## src/rtl/mem_store_queue_if.sv

```systemverilog
// mem_store_queue_if: execute-stage request/response bundle for mem_store_queue.
interface mem_store_queue_if #(
    parameter int ADDR_LEN = 8,
    parameter int DATA_LEN = 64
);
    logic                req_valid_i;
    logic                req_ready_o;
    logic                req_we_i;
    logic [2:0]          req_funct3_i;
    logic [ADDR_LEN-1:0] req_addr_i;
    logic [DATA_LEN-1:0] req_wdata_i;
    logic                rsp_valid_o;
    logic [DATA_LEN-1:0] rsp_data_o;

    modport master (
        output req_valid_i, req_we_i, req_funct3_i, req_addr_i, req_wdata_i,
        input  req_ready_o, rsp_valid_o, rsp_data_o
    );

    modport slave (
        input  req_valid_i, req_we_i, req_funct3_i, req_addr_i, req_wdata_i,
        output req_ready_o, rsp_valid_o, rsp_data_o
    );
endinterface

```

## src/rtl/mem_store_queue.sv

```systemverilog
// mem_store_queue: in-order store queue sharing one Memory port between loads and store drains.
// Optional STQ_FWD_EN lets a load that matches a queued DWRD store take its data from the queue.
module mem_store_queue #(
    parameter int DEPTH    = 4,
    parameter int ADDR_LEN = 8,
    parameter int DATA_LEN = 64
) (
    input  logic                clk,
    input  logic                rst_n,
    mem_store_queue_if.slave    req,
    output logic                mem_wen_o,
    output logic [2:0]          mem_funct3_o,
    output logic [ADDR_LEN-1:0] mem_waddr_o,
    output logic [DATA_LEN-1:0] mem_wdata_o,
    output logic [ADDR_LEN-1:0] mem_raddr_o,
    input  logic [DATA_LEN-1:0] mem_rdata_i,
    output logic                empty_o
);
    localparam int PW = $clog2(DEPTH);
    localparam logic [PW:0] FULL = (PW+1)'(DEPTH);
    localparam logic [2:0] SEL_DWRD = 3'b011;

    typedef struct packed {
        logic [ADDR_LEN-1:0] addr;
        logic [2:0]          funct3;
        logic [DATA_LEN-1:0] data;
        logic                valid;
    } entry_t;

    entry_t [DEPTH-1:0]  ent_q, ent_d;
    logic [PW-1:0]       head_q, head_d, tail_q, tail_d;
    logic [PW:0]         cnt_q, cnt_d;
    logic                rsp_valid_q, rsp_valid_d;
    logic [DATA_LEN-1:0] rsp_data_q, rsp_data_d;
    logic                match, fwd_hit, ld_ok, load_acc, store_acc, port_load, drain;
    logic [DATA_LEN-1:0] ld_data;

    always_comb begin
        match = 1'b0;
        for (int i = 0; i < DEPTH; i++)
            match = match | (ent_q[i].valid && ent_q[i].addr == req.req_addr_i);
    end

`ifdef STQ_FWD_EN
    localparam logic [2:0] SEL_BYTE = 3'b000, SEL_HALF = 3'b001, SEL_WORD = 3'b010;
    localparam logic [2:0] SEL_BYTU = 3'b100, SEL_HLFU = 3'b101, SEL_WRDU = 3'b110;

    logic                fwd_dwrd;
    logic [DATA_LEN-1:0] fwd_data;

    function automatic logic [DATA_LEN-1:0] ext(input logic [DATA_LEN-1:0] d, input logic [2:0] f);
        return f == SEL_BYTE ? {{(DATA_LEN-8){d[7]}}, d[7:0]}
             : f == SEL_HALF ? {{(DATA_LEN-16){d[15]}}, d[15:0]}
             : f == SEL_WORD ? {{(DATA_LEN-32){d[31]}}, d[31:0]}
             : f == SEL_BYTU ? {{(DATA_LEN-8){1'b0}}, d[7:0]}
             : f == SEL_HLFU ? {{(DATA_LEN-16){1'b0}}, d[15:0]}
             : f == SEL_WRDU ? {{(DATA_LEN-32){1'b0}}, d[31:0]}
             : d;
    endfunction

    // Walk oldest to youngest so the youngest matching entry wins.
    always_comb begin
        fwd_dwrd = 1'b0;
        fwd_data = '0;
        for (int i = 0; i < DEPTH; i++)
            if (ent_q[head_q + PW'(i)].valid && ent_q[head_q + PW'(i)].addr == req.req_addr_i) begin
                fwd_dwrd = ent_q[head_q + PW'(i)].funct3 == SEL_DWRD;
                fwd_data = ent_q[head_q + PW'(i)].data;
            end
    end

    assign fwd_hit = match && fwd_dwrd;
    assign ld_data = fwd_hit ? ext(fwd_data, req.req_funct3_i) : mem_rdata_i;
`else
    assign fwd_hit = 1'b0;
    assign ld_data = mem_rdata_i;
`endif

    assign ld_ok     = req.req_valid_i && !req.req_we_i && cnt_q != FULL && (!match || fwd_hit);
    assign load_acc  = rst_n && ld_ok;
    assign store_acc = rst_n && req.req_valid_i && req.req_we_i && cnt_q < FULL;
    assign port_load = load_acc && !fwd_hit;
    // Gating on rst_n idles the port so queued stores are dropped before reaching Memory.
    assign drain     = rst_n && !port_load && cnt_q != '0;

    assign req.req_ready_o = req.req_we_i ? cnt_q < FULL : ld_ok;
    assign req.rsp_valid_o = rsp_valid_q;
    assign req.rsp_data_o  = rsp_data_q;
    assign empty_o         = cnt_q == '0;

    always_comb begin
        mem_wen_o    = !drain;
        mem_funct3_o = port_load ? req.req_funct3_i : drain ? ent_q[head_q].funct3 : SEL_DWRD;
        mem_waddr_o  = drain ? ent_q[head_q].addr : '0;
        mem_wdata_o  = drain ? ent_q[head_q].data : '0;
        mem_raddr_o  = port_load ? req.req_addr_i : '0;
    end

    always_comb begin
        ent_d = ent_q;
        if (drain) ent_d[head_q].valid = 1'b0;
        if (store_acc) ent_d[tail_q] = '{req.req_addr_i, req.req_funct3_i, req.req_wdata_i, 1'b1};
        head_d      = head_q + PW'(drain);
        tail_d      = tail_q + PW'(store_acc);
        cnt_d       = cnt_q + (PW+1)'(store_acc) - (PW+1)'(drain);
        rsp_valid_d = load_acc;
        rsp_data_d  = load_acc ? ld_data : rsp_data_q;
    end

    always_ff @(posedge clk) begin
        if (!rst_n) begin
            ent_q       <= '0;
            head_q      <= '0;
            tail_q      <= '0;
            cnt_q       <= '0;
            rsp_valid_q <= 1'b0;
            rsp_data_q  <= '0;
        end else begin
            ent_q       <= ent_d;
            head_q      <= head_d;
            tail_q      <= tail_d;
            cnt_q       <= cnt_d;
            rsp_valid_q <= rsp_valid_d;
            rsp_data_q  <= rsp_data_d;
        end
    end
endmodule
```

## src/flat_wrapper.sv

```systemverilog
// flat-port wrapper written by rule: the top's interface ports become plain ports
module mem_store_queue_flat 
#(
    parameter int DEPTH    = 4,
    parameter int ADDR_LEN = 8,
    parameter int DATA_LEN = 64
)
  (clk, rst_n, mem_wen_o, mem_funct3_o, mem_waddr_o, mem_wdata_o, mem_raddr_o, mem_rdata_i, empty_o, req_req_valid_i, req_req_we_i, req_req_funct3_i, req_req_addr_i, req_req_wdata_i, req_req_ready_o, req_rsp_valid_o, req_rsp_data_o);
  mem_store_queue_if #(.ADDR_LEN(ADDR_LEN), .DATA_LEN(DATA_LEN)) req_i ();
  input  logic clk;
  input  logic rst_n;
  output logic mem_wen_o;
  output logic [2:0] mem_funct3_o;
  output logic [ADDR_LEN-1:0] mem_waddr_o;
  output logic [DATA_LEN-1:0] mem_wdata_o;
  output logic [ADDR_LEN-1:0] mem_raddr_o;
  input  logic [DATA_LEN-1:0] mem_rdata_i;
  output logic empty_o;
  input wire logic [$bits(req_i.req_valid_i)-1:0] req_req_valid_i;
  input wire logic [$bits(req_i.req_we_i)-1:0] req_req_we_i;
  input wire logic [$bits(req_i.req_funct3_i)-1:0] req_req_funct3_i;
  input wire logic [$bits(req_i.req_addr_i)-1:0] req_req_addr_i;
  input wire logic [$bits(req_i.req_wdata_i)-1:0] req_req_wdata_i;
  output wire logic [$bits(req_i.req_ready_o)-1:0] req_req_ready_o;
  output wire logic [$bits(req_i.rsp_valid_o)-1:0] req_rsp_valid_o;
  output wire logic [$bits(req_i.rsp_data_o)-1:0] req_rsp_data_o;
  assign req_i.req_valid_i = req_req_valid_i;
  assign req_i.req_we_i = req_req_we_i;
  assign req_i.req_funct3_i = req_req_funct3_i;
  assign req_i.req_addr_i = req_req_addr_i;
  assign req_i.req_wdata_i = req_req_wdata_i;
  assign req_req_ready_o = req_i.req_ready_o;
  assign req_rsp_valid_o = req_i.rsp_valid_o;
  assign req_rsp_data_o = req_i.rsp_data_o;
  mem_store_queue #(.DEPTH(DEPTH), .ADDR_LEN(ADDR_LEN), .DATA_LEN(DATA_LEN)) u_core (.clk(clk), .rst_n(rst_n), .req(req_i), .mem_wen_o(mem_wen_o), .mem_funct3_o(mem_funct3_o), .mem_waddr_o(mem_waddr_o), .mem_wdata_o(mem_wdata_o), .mem_raddr_o(mem_raddr_o), .mem_rdata_i(mem_rdata_i), .empty_o(empty_o));
endmodule
```

## config.mk

```make
export PLATFORM = sky130hd
export DESIGN_NAME = mem_store_queue_flat
export DESIGN_NICKNAME = d
export VERILOG_FILES = /design/src/rtl/mem_store_queue_if.sv /design/src/rtl/mem_store_queue.sv /design/src/flat_wrapper.sv
export SDC_FILE = /design/constraint.sdc
export NUM_CORES = 1
export LEC_CHECK = 0
export CAP_MARGIN = 20
export CORE_MARGIN = 5
export CORE_UTILIZATION = 46
export DETAILED_ROUTE_END_ITERATION = 10
export PLACE_DENSITY_LB_ADDON = 0.3
export SYNTH_ARGS = -nofsm -noshare
export SYNTH_HDL_FRONTEND = slang
export SYNTH_SLANG_ARGS = --single-unit
```

## constraint.sdc

```tcl
create_clock -name clk -period 6.9 [get_ports clk]
set_input_delay 1.035 -clock clk [delete_from_list [all_inputs] [get_ports clk]]
set_output_delay 1.035 -clock clk [all_outputs]
set_load 0.05 [all_outputs]
```

# Word-level counts from Yosys, hierarchy flattened
# Index checks and enable logic that the tools add are counted.
# totals
output_inout_bits,151
elab_cells,75
ff_bits,376
# classes
add_sub_neg,4
n_reduce_logical,21
order_cmp,5
bitwise,3
n_mux,16
eq_ne,5
# ops
cell,n
304-bit bitwise mux,2
304-bit 2-to-1 mux,2
76-bit demux with 2-bit select,2
76-bit binary-select mux with 2-bit select,1
76-bit 2-to-1 mux,2
64-bit 2-to-1 mux,1
8-bit == test,4
8-bit 2-to-1 mux,2
1-bit logical AND,15
2-bit by 3-bit < comparator with 1-bit output (second input constant),2
3-bit 2-to-1 mux,2
2-bit by 1-bit adder with 2-bit output,2
2-bit by 1-bit greater-or-equal comparator with 1-bit output (second input constant),2
1-bit zero test,4
3-bit by 1-bit adder with 3-bit output,1
3-bit zero test,1
3-bit < comparator (second input constant),1
3-bit != test (second input constant),1
1-bit OR,3
3-bit nonzero test,1
3-bit by 1-bit subtractor with 3-bit output,1
1-bit 2-to-1 mux,2

# Longest topological paths before layout
# Gate-level depths: netlist (run 1).
# logic_depth
word_depth,14
depth_mapped,17
depth_no_buf,14

# Worst setup path after synthesis (run 1)
# No wires, ideal clock.
# synth_path
path_kind,input -> output
startpoint,input req_req_addr_i[7]
endpoint,output mem_waddr_o[0]
path_buffers,3
setup_slack_ns,2.971
cell_stages,10
required_ns,5.865
t_arrival_ns,2.894
path_cell_list,buf_6 -> xor2_2 -> nor4_1 -> a41oi_1 -> nand4_2 -> nand3_4 -> inv_4 -> buf_6 -> buf_6 -> and2_1
# synth_between
elab_chain_cells,12
word_cells_on_any_way,18
cone_classes,eq/ne: 4; mux: 1; bitwise: 3; reduce/logical: 10
# synth_lines
element,line_no,source
from (decl),flat_wrapper.sv:22,input wire logic [$bits(req_i.req_addr_i)-1:0] req_req_addr_i;
8-bit == test,mem_store_queue.sv:41,match = match | (ent_q[i].valid && ent_q[i].addr == req.req_addr_i);
1-bit logical AND,mem_store_queue.sv:41,
1-bit OR (2 in series),mem_store_queue.sv:41,
1-bit OR (*),mem_store_queue.sv:41,
1-bit zero test (*),mem_store_queue.sv:79,assign ld_ok = req.req_valid_i && !req.req_we_i && cnt_q != FULL && (!match || fwd_hit);
1-bit logical AND (*),mem_store_queue.sv:79,
1-bit logical AND (*),mem_store_queue.sv:80,assign load_acc = rst_n && ld_ok;
1-bit zero test (*),mem_store_queue.sv:84,assign drain = rst_n && !port_load && cnt_q != '0;
1-bit logical AND (*) (2 in series),mem_store_queue.sv:84,
8-bit 2-to-1 mux (*),mem_store_queue.sv:94,mem_waddr_o = drain ? ent_q[head_q].addr : '0;
to (decl),flat_wrapper.sv:14,output logic [ADDR_LEN-1:0] mem_waddr_o;
# Every way passes the cells marked *; elsewhere a longest branch is shown, timed or not.

# Final worst setup path (run 1)
# layout_path
startpoint,input req_req_addr_i[5]
endpoint,output mem_wdata_o[37]
# layout_between
elab_chain_cells,12
word_cells_on_any_way,18
cone_classes,eq/ne: 4; mux: 1; bitwise: 3; reduce/logical: 10
# layout_lines
element,line_no,source
8-bit == test,mem_store_queue.sv:41,
1-bit logical AND,mem_store_queue.sv:41,
1-bit OR (2 in series),mem_store_queue.sv:41,
1-bit OR (*),mem_store_queue.sv:41,
1-bit zero test (*),mem_store_queue.sv:79,
1-bit logical AND (*),mem_store_queue.sv:79,
1-bit logical AND (*),mem_store_queue.sv:80,
1-bit zero test (*),mem_store_queue.sv:84,
1-bit logical AND (*) (2 in series),mem_store_queue.sv:84,
64-bit 2-to-1 mux (*),mem_store_queue.sv:95,mem_wdata_o = drain ? ent_q[head_q].data : '0;
to (decl),flat_wrapper.sv:15,output logic [DATA_LEN-1:0] mem_wdata_o;
# Marked as above.

==> metrics.md, run 1 <==
| Metric | Value |
|---|---|
| Status | complete, no violations |
| First-pass iteration count of the detailed router | 5 |
| Clock insertion delay at the later pin of the skew report | 0.53 ns |
| DPL Wire Length | 27,000 µm |
| Layout area overhead | 27.4% |
| Maximum number of pins on one net before global-route repair | 110 |
| RSZ-0062 raised after global routing | no |
| Worst EP arrival | 4.50 ns |
| Predominant post-synthesis flop cell | sky130_fd_sc_hd__dfxtp_1 |
| Family of cells with the greatest summed delay on the critical path | buffers and inverters |
| Count of buffer and inverter cells on the critical path | 3 |
| FF-to-FF path depth | 14 |
| Destination of the worst register-to-register timing path | u_core.cnt_q[2]$_SDFF_PN0_ |
| CTS sink cnt | 376 |
| Total DRC errors in the routed layout | 0 |
| Fraction of final layout cells sized beyond drive strength 1 | 0.0857 |
| Total non-filler cell area in the finished layout | 19,800 µm² |
| Total die area | 37,600 µm² |
| Hold Path Cell Cnt | 2 |
| Synth cell types | 40 |
| Remaining number of nets flagged by the antenna check after routing | 0 |
| Number of max-cap violations | 0 |
| Number of nets in the layout | 2,091 |
| Post-cts sizing count | 0 |
| Setup slack of the most critical reg-to-reg path | 3.46 ns |
| Netlist area before placement | 15,600 µm² |
| Tcrit/Tclk final | 0.802 |
| Setup violations, final | 0 |
| Psw | 1.53 mW |
| Root buf cell | sky130_fd_sc_hd__clkbuf_16 |
| Max Clk Rate | 181 MHz |
| Register area share after synthesis | 0.484 |
| Startpoint of the worst hold path | u_core.ent_q[271]$_SDFFE_PN0P_ |
| Number of warnings printed during yosys synthesis | 0 |
| Cell internal power dissipation | 4.01 mW |
| Detail-routed net length per standard cell | 18.8 µm |
| Hold-fix buffers, CTS | 0 |
| Cell breakdown of the critical path | clkdlybuf4s50_1 > xor2_1 > nor4_1 > nand4_1 > nand4_2 > nand3_4 > inv_4 > and2_1 > clkdlybuf4s50_1 |
| Count of mapped cells out of synthesis | 1,746 |
| Share of total power in combinational logic | 0.172 |
| Tightest slew margin relative to the limit | 0.235 |
| Net count of the mapped netlist | 1,894 |
| Worst IR drop on VDD | 0.182 mV |
| Slowest cell on the critical path | sky130_fd_sc_hd__clkdlybuf4s50_1 |
| Final wirelength | 45,600 µm |
| Launching point of the worst reg2reg path | u_core.ent_q[148]$_SDFFE_PN0P_ |
| Crit path launch type | primary input |
| Register bit total from synthesis | 376 |
| Ant. Diodes | 0 |
| Final RePlAce weighted congestion | 0.813 |
| TritonCTS clock tree | built |
| Clock network fraction of total power | 0.406 |
| Total Neg Setup Slack | 0 ns |
| Number of enable flip-flop cells after synthesis | 0 |
| Crit path largest cell delay | 0.80 ns |
| Switching portion of total power | 0.276 |
| 1st-iter DRT viols | 1,078 |
| Number of inserted filler cells in the final layout | 2,880 |
| I/O pins | 294 |
| Setup crit start | req_req_addr_i[5] |
| Core region area | 33,400 µm² |
| Clock skew after layout | 0.0186 ns |
| Final-report hold violation count | 0 |
| Total setup buffers inserted after CTS | 0 |
| Most common cell after layout, fill and taps aside | sky130_fd_sc_hd__nand2_1 |
| Maximum buffer depth of the clock tree | 3 |
| Vias in the first global route | 12,991 |
| Power consumption | 5.54 mW |
| Height of the die | 194 µm |
| Max Fanout on Critical Path | 79 |
| Number of antenna violations at the first check in global routing | 1 |
| Initial core utilization | 0.465 |
| Avg Cell Area, Syn | 8.92 µm² |
| Global-route total usage across every layer | 0.231 |
| Grt ovf | 0 |
| Wire length of the first global-routing pass | 71,700 µm |
| CTS Buf Count | 40 |
| Commonest cells after routing, fill and taps aside | sky130_fd_sc_hd__nand2_1, sky130_fd_sc_hd__dfxtp_1, sky130_fd_sc_hd__a21oi_1 |
| Lkg Pwr | 6.74 nW |
| Placed Instance Area | 18,400 µm² |
| Pins over their slew limit | 0 |
| Flop pwr share | 0.423 |
| Classification of the worst-slack hold path | register to register |
| Average via count per standard cell | 5.41 |
| Worst path most repeated cell | sky130_fd_sc_hd__clkdlybuf4s50_1 |
| Critical Setup Path Class | primary input to primary output |
| Clock period minus worst slack | 5.53 ns |
| CTS clk-pin slew, worst paths | 0.06 ns |
| Required time of the worst setup path | 5.86 ns |
| Post-synthesis async set-or-reset flop share | 0 |
| IO buf count | 293 |
| Pwr dens | 279 nW/µm² |
| Measured slew at the worst slew-check pin | 1.15 ns |
| H-tree levels | 2 |
| Total via count in the routed design | 13,101 |
| Critical path endpoint category | primary output |
| Endpoint, Worst Hold | u_core.ent_q[271]$_SDFFE_PN0P_ |
| Number of standard-cell rows in the floorplan | 67 |
| Die X-Extent | 194 µm |
[cells in the mapped netlist, types with 2 or more instances]
master                     instances  share of area
sky130_fd_sc_hd__inv_1             7         0.0017
sky130_fd_sc_hd__buf_6             8         0.0058
sky130_fd_sc_hd__buf_4             3         0.0014
sky130_fd_sc_hd__buf_1             3        0.00072
sky130_fd_sc_hd__xnor2_1           7         0.0039
sky130_fd_sc_hd__clkbuf_1         92          0.022
sky130_fd_sc_hd__nor3_1            7         0.0023
sky130_fd_sc_hd__buf_2            31          0.010
sky130_fd_sc_hd__buf_8             6         0.0058
sky130_fd_sc_hd__xor2_2            4         0.0042
sky130_fd_sc_hd__and2_1           84          0.034
sky130_fd_sc_hd__or3_1             2        0.00080
sky130_fd_sc_hd__a41oi_1           3         0.0017
sky130_fd_sc_hd__o21ai_0           4         0.0013
sky130_fd_sc_hd__a21oi_1         302          0.097
sky130_fd_sc_hd__nor2_1            7         0.0017
sky130_fd_sc_hd__nand4_1           3         0.0012
sky130_fd_sc_hd__nand2_1         602           0.15
sky130_fd_sc_hd__nor4_1            4         0.0016
sky130_fd_sc_hd__mux4_2           75           0.11
sky130_fd_sc_hd__nand3_1           2        0.00064
sky130_fd_sc_hd__a22o_1           65          0.037
sky130_fd_sc_hd__dfxtp_1         376           0.48
sky130_fd_sc_hd__ha_1              4         0.0032
sky130_fd_sc_hd__o32a_1            2         0.0013
sky130_fd_sc_hd__clkbuf_2          5         0.0016
sky130_fd_sc_hd__xor2_1           25          0.014
[worst reg2reg max path, delay by kind of cell (launching register included)]
kind,cells,cell delay [ns]
compound gates,1,0.17
xor+xnor,3,0.50
fa+ha+maj,3,0.90
buf+inv,3,0.67
flops,1,0.35
simple gates,4,0.72
[through the flow]
step                utilization  hold slack (ns)  setup WS (ns)  instances
global route              0.593            0.470           1.12       2420
CTS                       0.593            0.452           1.37       2420
detailed placement        0.552            0.444           1.38       2349
finish                    0.593            0.451           1.37       2420
floorplan                     -            0.433           2.97       1746
global placement          0.552            0.438           1.48       2349
[registers in the layout, indices dropped and copies added (netlist names)]
name,flops
u_core.req.rsp_data_o,64
u_core.cnt_q,3
u_core.ent_q,304
u_core.tail_q,2
u_core.head_q,2
u_core.req.rsp_valid_o,1
[cell type report]
class / instances / area (µm²) / share of cell area
clock inverter: 12 / 193 / 0.00971
inverter: 9 / 43.8 / 0.00221
clock buffer: 59 / 1190 / 0.0602
multi-input combinational: 1212 / 7290 / 0.368
timing repair buffer: 304 / 3020 / 0.152
sequential: 376 / 7530 / 0.380
tap: 448 / 561 / 0.0283
[cell families (layout without fill, tap and decap cells)]
family / Yosys count / after routing / synth area share
fa+ha+maj: 5 / 5 / 0.00450
flops: 376 / 376 / 0.484
compound gates: 377 / 377 / 0.138
buf+inv: 158 / 384 / 0.0511
mux: 75 / 75 / 0.109
xor+xnor: 36 / 36 / 0.0222
simple gates: 719 / 719 / 0.192
[power by group through the flow]
stage	sequential [mW]	combinational, mW	clock (mW)
finish	2.34	0.952	2.25
global route	2.35	1.01	2.38
CTS	2.34	0.961	2.28
detailed placement	2.39	0.957	0
global placement	2.38	0.948	0
floorplan	2.43	0.592	0
[worst max path at each step]
stage                     cells after the start  slack [ns]              end
final                                         9        1.37  mem_wdata_o[37]
after global routing                          9        1.12  mem_wdata_o[19]
after CTS                                     9        1.37  mem_wdata_o[53]
after detailed placement                      9        1.38  mem_wdata_o[53]
after global placement                        9        1.48  mem_wdata_o[19]
after floorplan                              10        2.97   mem_waddr_o[0]
[routing by layer]
| metal | part of all wire | up-vias | track usage |
|---|---|---|---|
| met5 | 0.00029 | - | 0 |
| li1 | - | 6256 | - |
| met1 | 0.42 | 6335 | 0.303 |
| met2 | 0.50 | 449 | 0.398 |
| met3 | 0.064 | 59 | 0.0422 |
| met4 | 0.019 | 2 | 0.0560 |
Power figures use the tool's default switching activity.
==> run 2: changes to the inputs <==
==> constraint.sdc (replaced) <==
create_clock -name clk -period 4.55 [get_ports clk]
set_input_delay 0.6825 -clock clk [delete_from_list [all_inputs] [get_ports clk]]
set_output_delay 0.6825 -clock clk [all_outputs]
set_load 0.05 [all_outputs]
==> run 2 against run 1 <==
Register-to-register slack worse by 1.9 ns. Via count grew 1.4%. Clock skew down 0.0099 ns. Final cell count rose by 0.91%. Core utilization is 3.0 points higher. Combinational power grew 62%. Wire length grew 1.6%. Critical path type unchanged. Critical endpoint is now req_req_ready_o. Largest power group unchanged.
==> metrics.md, run 2 (same netlist as run 1, synthesis figures left out) <==
| Metric | Value |
|---|---|
| Status | complete, no violations |
| Worst path most repeated cell | sky130_fd_sc_hd__clkdlybuf4s50_1 |
| Final wirelength | 46,300 µm |
| CTS sink cnt | 376 |
| Total non-filler cell area in the finished layout | 20,800 µm² |
| Largest register FFs | 304 |
| Area occupied by registers | 7530 µm² |
| Cell breakdown of the critical path | clkdlybuf4s50_1 > xor2_1 > nor4_1 > nand4_1 > nand4_2 > or2b_1 > clkdlybuf4s50_1 |
| Layout area overhead | 33.7% |
| Fin Hold WS | 0.451 ns |
| Grt ovf | 0 |
| Hold-fix buffers, CTS | 0 |
| Count of buffer and inverter cells on the critical path | 2 |
| Area of combinational cells with multiple inputs | 7290 µm² |
| Die X-Extent | 194 µm |
| Worst IR drop on VDD | 0.279 mV |
| Maximum buffer depth of the clock tree | 3 |
| H-tree levels | 2 |
| Number of antenna violations at the first check in global routing | 0 |
| Crit path launch type | primary input |
| Post-place setup slack | 0.457 ns |
| Post-cts sizing count | 0 |
| Family of cells with the greatest summed delay on the critical path | buffers and inverters |
| Required time of the worst setup path | 3.87 ns |
| Psw | 2.34 mW |
| Detail-routed net length per standard cell | 19.0 µm |
| Hold Path Cell Cnt | 2 |
| Final RePlAce weighted congestion | 0.829 |
| Number of inserted filler cells in the final layout | 2,705 |
| Layer with the highest usage | met2 |
| Number of nets in the layout | 2,112 |
| Global-route total usage across every layer | 0.236 |
| GR met2 Demand/Resource | 0.395 |
| Classification of the worst-slack hold path | register to register |
| Wire length of the first global-routing pass | 73,400 µm |
| Commonest cells after routing, fill and taps aside | sky130_fd_sc_hd__nand2_1, sky130_fd_sc_hd__dfxtp_1, sky130_fd_sc_hd__a21oi_1 |
| Pwr dens | 405 nW/µm² |
| Clock insertion delay at the later pin of the skew report | 0.52 ns |
| 1st-iter DRT viols | 1,063 |
| DPL Wire Length | 29,200 µm |
| Worst EP arrival | 3.46 ns |
| Slowest cell on the critical path | sky130_fd_sc_hd__clkdlybuf4s50_1 |
| RSZ-0062 raised after global routing | no |
| Total die area | 37,600 µm² |
| Number of max-cap violations | 0 |
| CTS Buf Count | 40 |
| Final-report hold violation count | 0 |
| Fraction of final layout cells sized beyond drive strength 1 | 0.137 |
| Number of standard-cell rows in the floorplan | 67 |
| TritonCTS clock tree | built |
| Total Neg Setup Slack | 0 ns |
| Switching portion of total power | 0.277 |
| Global-route track usage on met3 | 0.0421 |
| Flop pwr share | 0.418 |
| Placed Instance Area | 19,400 µm² |
| Crit path largest cell delay | 0.72 ns |
| Ant. Diodes | 0 |
| Remaining number of nets flagged by the antenna check after routing | 0 |
| Tightest slew margin relative to the limit | 0.308 |
| Initial core utilization | 0.465 |
| CP Depth | 7 |
| Height of the die | 194 µm |
| Setup violations, final | 0 |
| FF-to-FF path depth | 14 |
| Max Fanout on Critical Path | 9 |
| Cell internal power dissipation | 6.09 mW |
| Clock period minus worst slack | 4.14 ns |
| Vias in the first global route | 13,278 |
| Measured slew at the worst slew-check pin | 1.04 ns |
| Clock skew after layout | 0.00875 ns |
| Lkg Pwr | 7.23 nW |
| Min setup slack post-route | 0.409 ns |
| Most common cell after layout, fill and taps aside | sky130_fd_sc_hd__nand2_1 |
| Max Clk Rate | 242 MHz |
| Tcrit/Tclk final | 0.910 |
| Maximum number of pins on one net before global-route repair | 101 |
| IO buf count | 293 |
| First-pass iteration count of the detailed router | 6 |
| I/O pins | 294 |
| Critical path endpoint category | primary output |
| Core region area | 33,400 µm² |
| Met1 routing resource usage after global routing | 0.318 |
| Share of total power in combinational logic | 0.183 |
| Pins over their slew limit | 0 |
| Total via count in the routed design | 13,278 |
| Total DRC errors in the routed layout | 0 |
| Total setup buffers inserted after CTS | 0 |
| CTS clk-pin slew, worst paths | 0.06 ns |
| Register bank with the most flops | u_core.ent_q |
| Average via count per standard cell | 5.44 |
| Power consumption | 8.43 mW |
| Critical Setup Path Class | primary input to primary output |
| Clock network fraction of total power | 0.399 |
| Root buf cell | sky130_fd_sc_hd__clkbuf_16 |
==> run 2: cell count changes in the layout (fill, tap and decap cells not counted), sizes merged <==
cell           previous run  this run
bufinv                    5         4
buf                      11       115
clkinv                    5         6
inv                      11        12
clkdlybuf4s50           293       210
==> run 2: worst paths after layout <==
| kind | startpoint | slack, ns | to |
|---|---|---|---|
| max | req_req_addr_i[4] | 0.41 | req_req_ready_o |
| min | u_core.ent_q[178]$_SDFFE_PN0P_ | 0.45 | u_core.ent_q[178]$_SDFFE_PN0P_ |
| max reg2reg | u_core.cnt_q[1]$_SDFF_PN0_ | 1.58 | u_core.cnt_q[2]$_SDFF_PN0_ |
| min reg2reg | u_core.ent_q[178]$_SDFFE_PN0P_ | 0.45 | u_core.ent_q[178]$_SDFFE_PN0P_ |
==> run 2: through the flow <==
step | cells | util
after detailed placement | 2370 | 0.581
after CTS | 2442 | 0.622
final | 2442 | 0.622
after global routing | 2442 | 0.622
after global placement | 2370 | 0.581
after floorplan | 1746 | -
==> run 2: routing by layer <==
layer,vias up,wire [µm]
met4,0,1100
met1,6394,19500
met3,76,3190
met2,509,22500
li1,6299,-
met5,-,0
==> run 2: worst reg2reg max path, stage by stage (launching register included) <==
cell	delay, ns
sky130_fd_sc_hd__dfxtp_1	0.41
sky130_fd_sc_hd__nor2_1	0.08
sky130_fd_sc_hd__a211o_1	0.34
sky130_fd_sc_hd__a41oi_1	0.21
sky130_fd_sc_hd__nand4_2	0.28
sky130_fd_sc_hd__nand3_4	0.21
sky130_fd_sc_hd__inv_4	0.04
sky130_fd_sc_hd__ha_1	0.26
sky130_fd_sc_hd__inv_1	0.06
sky130_fd_sc_hd__ha_1	0.14
sky130_fd_sc_hd__inv_1	0.05
sky130_fd_sc_hd__fa_1	0.39
sky130_fd_sc_hd__xor2_1	0.16
sky130_fd_sc_hd__xnor2_1	0.15
sky130_fd_sc_hd__nor2_1	0.05
==> run 2: power groups by stage <==
stage               combinational [mW]  sequential (mW)  clock (mW)
global placement                  1.54             3.60           0
floorplan                        0.897             3.69           0
detailed placement                1.55             3.60           0
CTS                               1.56             3.53        3.41
global route                      1.64             3.55        3.55
finish                            1.54             3.53        3.36
==> run 2: layout make-up <==
cell class	count	share of cell area
inverter	9	0.00210
multi-input combinational	1212	0.350
tap	448	0.0269
timing repair buffer	325	0.193
clock buffer	59	0.0574
clock inverter	13	0.00853
sequential	376	0.362
==> run 3: changes to the inputs <==
--- a/config.mk
+++ b/config.mk
@@ -9,6 +9,7 @@
 export CORE_MARGIN = 5
 export CORE_UTILIZATION = 46
 export DETAILED_ROUTE_END_ITERATION = 10
+export MAX_ROUTING_LAYER = met4
 export PLACE_DENSITY_LB_ADDON = 0.3
 export SYNTH_ARGS = -nofsm -noshare
 export SYNTH_HDL_FRONTEND = slang
==> run 3 against run 2 <==
Maximum frequency up 0.49%. Hold slack about the same. Clock power about the same. Via count up 0.53%. Sequential cell count unchanged. Design area unchanged. First-iteration DRC count down 4.9%. Clock skew down 0.00056 ns. Critical path depth unchanged. Sequential share of layout area unchanged. Wire length about the same. Sequential power about the same. Critical path type unchanged. Largest power group unchanged.
==> metrics.md, run 3 (same netlist as run 1, synthesis figures left out) <==
| Metric | Value |
|---|---|
| Height of the die | 194 µm |
| CP Depth | 7 |
| First-pass iteration count of the detailed router | 5 |
| Number of max-cap violations | 0 |
| I/O pins | 294 |
| Area occupied by registers | 7530 µm² |
| Max Fanout on Critical Path | 9 |
| Pwr dens | 405 nW/µm² |
| Remaining number of nets flagged by the antenna check after routing | 0 |
| Crit path largest cell delay | 0.73 ns |
| Number of antenna violations at the first check in global routing | 0 |
| Startpoint of the worst hold path | u_core.ent_q[178]$_SDFFE_PN0P_ |
| Detail-routed net length per standard cell | 18.9 µm |
| Clock skew after layout | 0.00819 ns |
| Largest register FFs | 304 |
| Register bank with the most flops | u_core.ent_q |
| Tcrit/Tclk final | 0.906 |
| Vias in the first global route | 13,262 |
| Root buf cell | sky130_fd_sc_hd__clkbuf_16 |
| Slowest cell on the critical path | sky130_fd_sc_hd__clkdlybuf4s50_1 |
| CTS sink cnt | 376 |
| Worst path most repeated cell | sky130_fd_sc_hd__clkdlybuf4s50_1 |
| Grt ovf | 0 |
| Family of cells with the greatest summed delay on the critical path | buffers and inverters |
| Measured slew at the worst slew-check pin | 1.04 ns |
| Count of buffer and inverter cells on the critical path | 2 |
| Final-report hold violation count | 0 |
| IO buf count | 293 |
| FF-to-FF path depth | 14 |
| Total setup buffers inserted after CTS | 0 |
| Setup slack of the most critical reg-to-reg path | 1.58 ns |
| Clock period minus worst slack | 4.12 ns |
| Lkg Pwr | 7.23 nW |
| Total die area | 37,600 µm² |
| TritonCTS clock tree | built |
| Total Neg Setup Slack | 0 ns |
| Status | complete, no violations |
| 1st-iter DRT viols | 1,011 |
| Number of nets in the layout | 2,112 |
| Core region area | 33,400 µm² |
| Ant. Diodes | 0 |
| Capture point of the critical path | req_req_ready_o |
| Max Clk Rate | 243 MHz |
| Final RePlAce weighted congestion | 0.842 |
| Total DRC errors in the routed layout | 0 |
| Global-route total usage across every layer | 0.243 |
| H-tree levels | 2 |
| Power consumption | 8.43 mW |
| Required time of the worst setup path | 3.87 ns |
| CTS Buf Count | 40 |
| Classification of the worst-slack hold path | register to register |
| Destination of the worst register-to-register timing path | u_core.cnt_q[2]$_SDFF_PN0_ |
| Die X-Extent | 194 µm |
| Maximum number of pins on one net before global-route repair | 101 |
| Average via count per standard cell | 5.47 |
| Cell breakdown of the critical path | clkdlybuf4s50_1 > xor2_1 > nor4_1 > nand4_1 > nand4_2 > or2b_1 > clkdlybuf4s50_1 |
| Tightest slew margin relative to the limit | 0.305 |
| RSZ-0062 raised after global routing | no |
| Launching point of the worst reg2reg path | u_core.cnt_q[1]$_SDFF_PN0_ |
| Layout area overhead | 33.7% |
| Worst IR drop on VDD | 0.279 mV |
| Wire length of the first global-routing pass | 73,400 µm |
| Maximum buffer depth of the clock tree | 3 |
| Critical Setup Path Class | primary input to primary output |
| Setup violations, final | 0 |
| CTS clk-pin slew, worst paths | 0.06 ns |
| Commonest cells after routing, fill and taps aside | sky130_fd_sc_hd__nand2_1, sky130_fd_sc_hd__dfxtp_1, sky130_fd_sc_hd__a21oi_1 |
| Final wirelength | 46,300 µm |
| Area of combinational cells with multiple inputs | 7290 µm² |
| Crit path launch type | primary input |
| Initial core utilization | 0.465 |
| Hold-fix buffers, CTS | 0 |
| Post-cts sizing count | 0 |
| Pins over their slew limit | 0 |
| Most common cell after layout, fill and taps aside | sky130_fd_sc_hd__nand2_1 |
| DPL Wire Length | 29,200 µm |
| Setup crit start | req_req_addr_i[4] |
| Critical path endpoint category | primary output |
| Number of standard-cell rows in the floorplan | 67 |
| Number of inserted filler cells in the final layout | 2,705 |
| Worst EP arrival | 3.44 ns |
| Clock insertion delay at the later pin of the skew report | 0.52 ns |
| Total via count in the routed design | 13,349 |
| Fraction of final layout cells sized beyond drive strength 1 | 0.137 |
run 3: cell counts in the layout (fill, tap and decap cells not counted):
Identical to the previous run, type by type.
run 3: tightest hold or removal path, cell delays in order (launching register included):
cell                      delay, ns
sky130_fd_sc_hd__dfxtp_1       0.30
sky130_fd_sc_hd__nand2_1       0.05
sky130_fd_sc_hd__a21oi_1       0.05
run 3: stage by stage:
step                      hold slack, ns  cells  utilization  instance area (µm²)  setup WS [ns]
final                              0.451   2442        0.622                20800          0.429
after global routing               0.470   2442        0.622                20800          0.308
after CTS                          0.451   2442        0.622                20800          0.433
after detailed placement           0.443   2370        0.581                19400          0.457
after global placement             0.438   2370        0.581                19400          0.535
after floorplan                    0.433   1746            -                15600           1.14
run 3: report_power, final:
group	leakage (nW)	internal (mW)	switching, mW	total, mW
registers	3.04	3.40	0.130	3.53
clock network	0.679	2.05	1.31	3.36
logic	3.51	0.643	0.900	1.54
total	7.23	6.09	2.34	8.43
run 3: worst min path at each step:
| stage | to | slack (ns) | cells past startpoint |
|---|---|---|---|
| 6_report | u_core.ent_q[178]$_SDFFE_PN0P_ | 0.45 | 2 |
| 4_1_cts | u_core.ent_q[178]$_SDFFE_PN0P_ | 0.45 | 2 |
| 3_3_place_gp | u_core.ent_q[109]$_SDFFE_PN0P_ | 0.44 | 2 |
| 3_5_place_dp | u_core.ent_q[293]$_SDFFE_PN0P_ | 0.44 | 2 |
| 2_1_floorplan | u_core.ent_q[153]$_SDFFE_PN0P_ | 0.43 | 2 |
| 5_1_grt | u_core.ent_q[203]$_SDFFE_PN0P_ | 0.47 | 2 |
run 3: routing by layer:
metal,part of all wire,global-route usage
met1,0.42,0.318
met2,0.49,0.396
met4,0.024,0.0646
met3,0.067,0.0408
met5,0,-
run 3: area by class of cell:
cell class,instances,share of cell area
multi-input combinational,1212,0.350
inverter,9,0.00210
clock buffer,59,0.0574
clock inverter,13,0.00853
timing repair buffer,325,0.193
sequential,376,0.362
tap,448,0.0269
